==> config.mk <==
export PLATFORM = sky130hd
export DESIGN_NAME = imem_loader
export DESIGN_NICKNAME = d
export VERILOG_FILES = /design/src/rtl/fuzzycpu_pkg.sv /design/src/rtl/imem_loader_word_packer.sv /design/src/rtl/imem_loader.sv
export SDC_FILE = /design/constraint.sdc
export NUM_CORES = 1
export LEC_CHECK = 0
export CAP_MARGIN = 20
export CORE_ASPECT_RATIO = 0.6
export CORE_MARGIN = 2
export CORE_UTILIZATION = 50
export CTS_CLUSTER_SIZE = 28
export DETAILED_ROUTE_END_ITERATION = 16
export GPL_TIMING_DRIVEN = 0
export PLACE_DENSITY = 0.77
export SETUP_SLACK_MARGIN = 0.2
export SYNTH_ARGS = -nofsm -noshare
export SYNTH_HDL_FRONTEND = slang
export SYNTH_HIERARCHICAL = 1
export SYNTH_SLANG_ARGS = --single-unit
==> constraint.sdc <==
create_clock -name clk -period 4.25 [get_ports clk]
set_clock_uncertainty 0.1 [all_clocks]
set_input_delay 1.275 -clock clk [delete_from_list [all_inputs] [get_ports clk]]
set_output_delay 1.275 -clock clk [all_outputs]
set_load 0.005 [all_outputs]
==> src/rtl/fuzzycpu_pkg.sv <==
// fuzzycpu_pkg: shared types and widths for the instruction memory loader.
package fuzzycpu_pkg;
  localparam int IMEM_ADDR_W = 8;
  localparam int WORD_W = 32;
  typedef enum logic [2:0] {IDLE, LEN_HI, LEN_LO, DATA, CSUM, DONE} ld_state_t;
endpackage

==> src/rtl/imem_loader_word_packer.sv <==
// word_packer: packs a byte stream big-endian into 32-bit words, pulsing word_valid on the 4th byte.
module word_packer
  import fuzzycpu_pkg::*;
(
  input  logic              clk,
  input  logic              rst_n,
  input  logic              clr,
  input  logic              en,
  input  logic [7:0]        in_byte,
  output logic [WORD_W-1:0] word,
  output logic              word_valid
);
  logic [WORD_W-9:0] sr;
  logic [1:0] cnt;
  assign word = {sr, in_byte};
  assign word_valid = en && cnt == 2'd3;
  always_ff @(posedge clk) begin
    if (!rst_n || clr) begin
      sr <= '0;
      cnt <= '0;
    end else if (en) begin
      sr <= word[WORD_W-9:0];
      cnt <= cnt + 2'd1;
    end
  end
endmodule

==> src/rtl/imem_loader.sv <==
// imem_loader: loads a length-prefixed byte stream into instruction memory and holds the core until done.
// Optional trailing XOR checksum when IMEM_LOADER_CHECKSUM_EN is defined.
module imem_loader
  import fuzzycpu_pkg::*;
#(
  parameter int ADDR_W = IMEM_ADDR_W,
  parameter int LEN_W  = 16
) (
  input  logic              clk,
  input  logic              rst_n,
  input  logic              start,
  input  logic              in_valid,
  input  logic [7:0]        in_data,
  output logic              in_ready,
  output logic              imem_wr_en,
  output logic [ADDR_W-1:0] imem_wr_addr,
  output logic [WORD_W-1:0] imem_wr_data,
  output logic              cpu_run,
  output logic              busy,
  output logic              overflow,
  output logic              err
);
`ifdef IMEM_LOADER_CHECKSUM_EN
  localparam ld_state_t TAIL = CSUM;
  logic [7:0] csum;
`else
  localparam ld_state_t TAIL = DONE;
  assign err = 1'b0;
`endif
  ld_state_t state;
  logic [LEN_W-1:0] len, wcnt, len_nxt;
  logic [WORD_W-1:0] word;
  logic acc, dacc, wv, last, full;
  assign in_ready = state inside {LEN_HI, LEN_LO, DATA, CSUM};
  assign acc = in_valid && in_ready;
  assign dacc = acc && state == DATA;
  assign len_nxt = {len[LEN_W-1:8], in_data};
  assign last = wcnt == len - LEN_W'(1);
  // Words past capacity are drained but never written, so the address cannot wrap.
  assign full = |(wcnt >> ADDR_W);
  word_packer u_pack (
    .clk        (clk),
    .rst_n      (rst_n),
    .clr        (state != DATA),
    .en         (dacc),
    .in_byte    (in_data),
    .word       (word),
    .word_valid (wv)
  );
  always_ff @(posedge clk) begin
    if (!rst_n) begin
      state <= IDLE;
      len <= '0;
      wcnt <= '0;
      imem_wr_en <= 1'b0;
      imem_wr_addr <= '0;
      imem_wr_data <= '0;
      cpu_run <= 1'b0;
      busy <= 1'b0;
      overflow <= 1'b0;
`ifdef IMEM_LOADER_CHECKSUM_EN
      err <= 1'b0;
      csum <= '0;
`endif
    end else begin
      imem_wr_en <= wv && !full;
      if (wv && !full) begin
        imem_wr_addr <= wcnt[ADDR_W-1:0];
        imem_wr_data <= word;
      end
      if (wv && full) overflow <= 1'b1;
      if (wv) wcnt <= wcnt + LEN_W'(1);
`ifdef IMEM_LOADER_CHECKSUM_EN
      if (dacc) csum <= csum ^ in_data;
`endif
      case (state)
        IDLE, DONE: begin
          if (state == DONE) begin
            busy <= 1'b0;
            cpu_run <= 1'b1;
          end
          if (start) begin
            state <= LEN_HI;
            busy <= 1'b1;
            cpu_run <= 1'b0;
            overflow <= 1'b0;
            wcnt <= '0;
`ifdef IMEM_LOADER_CHECKSUM_EN
            err <= 1'b0;
            csum <= '0;
`endif
          end
        end
        LEN_HI: if (acc) begin
          len <= LEN_W'({in_data, 8'h00});
          state <= LEN_LO;
        end
        LEN_LO: if (acc) begin
          len <= len_nxt;
          state <= len_nxt == '0 ? TAIL : DATA;
        end
        DATA: if (wv && last) state <= TAIL;
`ifdef IMEM_LOADER_CHECKSUM_EN
        CSUM: if (acc) begin
          if (in_data == csum) state <= DONE;
          else begin
            err <= 1'b1;
            busy <= 1'b0;
            cpu_run <= 1'b0;
            state <= IDLE;
          end
        end
`endif
        default: state <= IDLE;
      endcase
    end
  end
endmodule

==> summary.txt <==
Worst setup path
  – CP max-delay cell: clkdlybuf4s50_1
  – CP peak stage delay: 570 ps
  – Origin of the critical flop-to-flop path: state[0]
  – Worst path cell trace: clkdlybuf4s50_1 -> and2_1 -> buf_6 -> buf_12 -> and2_1 -> clkbuf_1 -> inv_1 -> nor2_2 -> clkbuf_1 -> nand2_1 -> a21boi_0
  – Worst Setup Start Kind: input pin
  – CP startpoint: in_valid
  – Kind of cell adding the most delay to the critical path: buffers and inverters
  – Worst setup EP type: flip-flop
  – Setup CP Type: in -> reg
  – CP Max Fanout: 10
  – Worst EP arrival: 3980 ps
  – WP buf/inv: 6
  – Data required time of the worst path: ~4400 ps

Timing
  – Slew HR: 45.7%
  – RSZ-0062 raised after global routing: no
  – Measured slew at the worst slew-check pin: 809 ps
  – Fin crit share: 89.5%
  – Final worst slack: 445 ps
  – Hold Violations, Final: 0
  – Final setup violation count: 0
  – Final worst path period need: 3800 ps
  – Slew Viols, Final: 0
  – F_max: 263 MHz

Finish
  – Final instance area: 5810 µm²
  – Post-route insts no fill: 738
  – Antenna cells: 0
  – Fill count: 768
  – Most common library cell in the layout ignoring fill and taps: dfxtp_1
  – Commonest non-fill, non-tap cells in the layout: dfxtp_1 (105), nand2_1 (89), clkdlybuf4s50_1 (56)
  – Share of layout cells above drive strength 1: 7.07%
  – Fin nets: 618
  – Area growth syn-to-layout: 21.4%

Power and ir drop
  – PwrDens: ~430 nW/µm²
  – Maximum VDD drop: 0.291 mV
  – Lkg Pwr: around 0.0019 µW

Placed design
  – Dpl ws: -76.8 ps
  – Placed Instances: 722
  – Hpwl dp: approximately 8.5 mm
  – Placer Congestion: 0.830
  – Port Buffer Count: 56
  – Placed instance area: 5510 µm²

Detailed routing
  – Via Count: 3945
  – Drt total wl: 11.7 mm
  – Residual DRC count: 0
  – Wire per inst: approximately 16 µm
  – Final ANT Viol Nets: 0
  – Drt first pass iters: 5
  – DRT iter0 DRCs: 263
  – Via density: 5.35

GRT
  – Largest net degree at the start of global routing: 20
  – Initial antenna violation count: 0
  – Vias in the first global route: 3766
  – First-pass GRT wire length: 19.4 mm
  – GRT Overall Usage: approximately a quarter
  – Gr ovfl total: 0

CTS
  – CTS H-tree lvls: 3
  – Hold Buf Count CTS: 0
  – CTS root buf: clkbuf_16
  – Reg clk slew, reported paths: around 80 ps
  – Clock buffer depth: 2
  – CTS tree: yes
  – CTS Buf Count: 9
  – CTS sink count: 105
  – Clock Latency Late Sink: roughly 350 ps

Synth
  – Synth cell types: 58
  – Post-synthesis async set-or-reset flop share: 0%
  – Yosys top cell by area: dfxtp_1
  – Post-Syn Nets: 551
  – Post-synth EDFFs: 0
  – Syn Inst Count: 536
  – Yosys Warn Count: 6
  – Synth area leaders: dfxtp_1 (44%), mux2i_1 (7.3%), nand2_1 (7.0%), a21boi_0 (5.6%), nor2_1 (4.3%)
  – Post-synthesis cell area: 4790 µm²
  – Seq/Total Area, Yosys: 43.9%
  – #FFs+latches synth: 105
  – Syn Area/Cell: 8.93 µm²
  – Synth top area share: 43.9%
  – Prevailing post-synth register cell: dfxtp_1

Hold path
  – Worst min-delay path class: reg -> reg
  – Hold wc startpoint: imem_wr_data[26]

Die
  – Die footprint: 10400 µm²
  – Initial Utilization: between 50% and 60%
  – Ports: 58
  – Core Region: about 9200 µm²
  – Die height: 79.8 µm
  – Std cell rows: 27
  – Die span in x: 130 µm

Flow run
  – Max-Cap Viols: 0

Status
  – Status: completed
-- sequential cells by signal, indices dropped and copies added, names as in the netlist --
signal	count
u_pack/sr	24
imem_wr_addr	8
imem_wr_data	32
state	3
len	16
overflow	1
wcnt	16
u_pack/cnt	2
imem_wr_en	1
busy	1
cpu_run	1
-- synth_stat cells, types with 2 or more instances --
library cell / count
a21boi_0: 36
a21boi_1: 5
a21oi_1: 6
a22oi_1: 8
and2_1: 5
and3_1: 3
buf_12: 2
buf_2: 2
buf_4: 10
buf_6: 2
clkbuf_1: 23
dfxtp_1: 105
ha_1: 3
inv_1: 6
mux2i_1: 35
nand2_1: 89
nand2b_1: 6
nand3_1: 10
nand4_1: 9
nor2_1: 55
nor2b_1: 18
nor3_1: 10
nor4_1: 6
nor4b_1: 3
o21a_1: 2
o21ai_0: 5
or3_1: 2
xnor2_1: 23
xor2_1: 18
-- timing repair --
action | in CTS | in global routing
resized for setup | 0 | 5
setup endpoints to repair | 0 | 38
buffers inserted | 0 | 0
-- layer usage --
layer | GRT usage [%] | vias to the layer above | wire length, µm
met5 | 0 | - | 0
met4 | 6.77 | 0 | 99
li1 | - | 1941 | -
met1 | 36.6 | 1864 | 6110
met3 | 5.43 | 12 | 798
met2 | 34.5 | 128 | 4670
-- metrics by stage --
| step | utilization, % | total power, µW | hold slack [ps] | TNS [ps] |
|---|---|---|---|---|
| CTS | 63.0 | 2500 | 362 | 0 |
| floorplan | - | 1520 | 330 | 0 |
| global placement | 59.7 | 1650 | 342 | -40.8 |
| detailed placement | 59.7 | 1670 | 351 | -86.1 |
| global route | 63.0 | 2610 | 383 | 0 |
| finish | 63.0 | 2480 | 359 | 0 |
-- logic make-up (layout without fill, tap and decap cells) --
kind of cell,after synthesis,count (layout),share of synthesized area (%)
AND/OR/NAND/NOR,227,227,22.7
flip-flops,105,105,43.9
AO/OA/AOI/OAI,78,78,12.3
buffers and inverters,46,118,5.44
XOR/XNOR,41,41,7.50
multiplexers,35,35,7.32
adder cells (fa/ha/maj),3,3,0.784
other,1,1,0.0783
-- where the power goes --
| part | internal [µW] | total [µW] | switching [µW] |
|---|---|---|---|
| combinational | 278 | 594 | 316 |
| clock | 428 | 826 | 398 |
| sequential | 1020 | 1060 | 46.8 |
| total | 1720 | 2480 | 761 |
-- worst register-to-register path, delay by kind of cell, from the launching register on --
family	cells	cell delay (ps)
AO/OA/AOI/OAI	1	170
buffers and inverters	6	1560
flip-flops	1	370
AND/OR/NAND/NOR	6	1070
-- area by class of cell --
type	count	area, µm²	area share (%)
plain buffers	40	240	4.13
clock buffers	10	239	4.11
clock inverters	6	58.8	1.01
inverters	6	22.5	0.387
multi-input cells	385	2430	41.8
flip-flops and latches	105	2100	36.2
well taps	130	163	2.80
repair buffers	56	561	9.64
-- path summary, 6_finish.rpt --
check,end,slack [ps],depth (start not counted)
worst max-delay path,imem_wr_data[11],450,11
worst min-delay path,imem_wr_data[26],360,2
worst max register to register,imem_wr_data[11],900,13
worst min register to register,imem_wr_data[26],360,2
(Power assumes the default switching activity.)
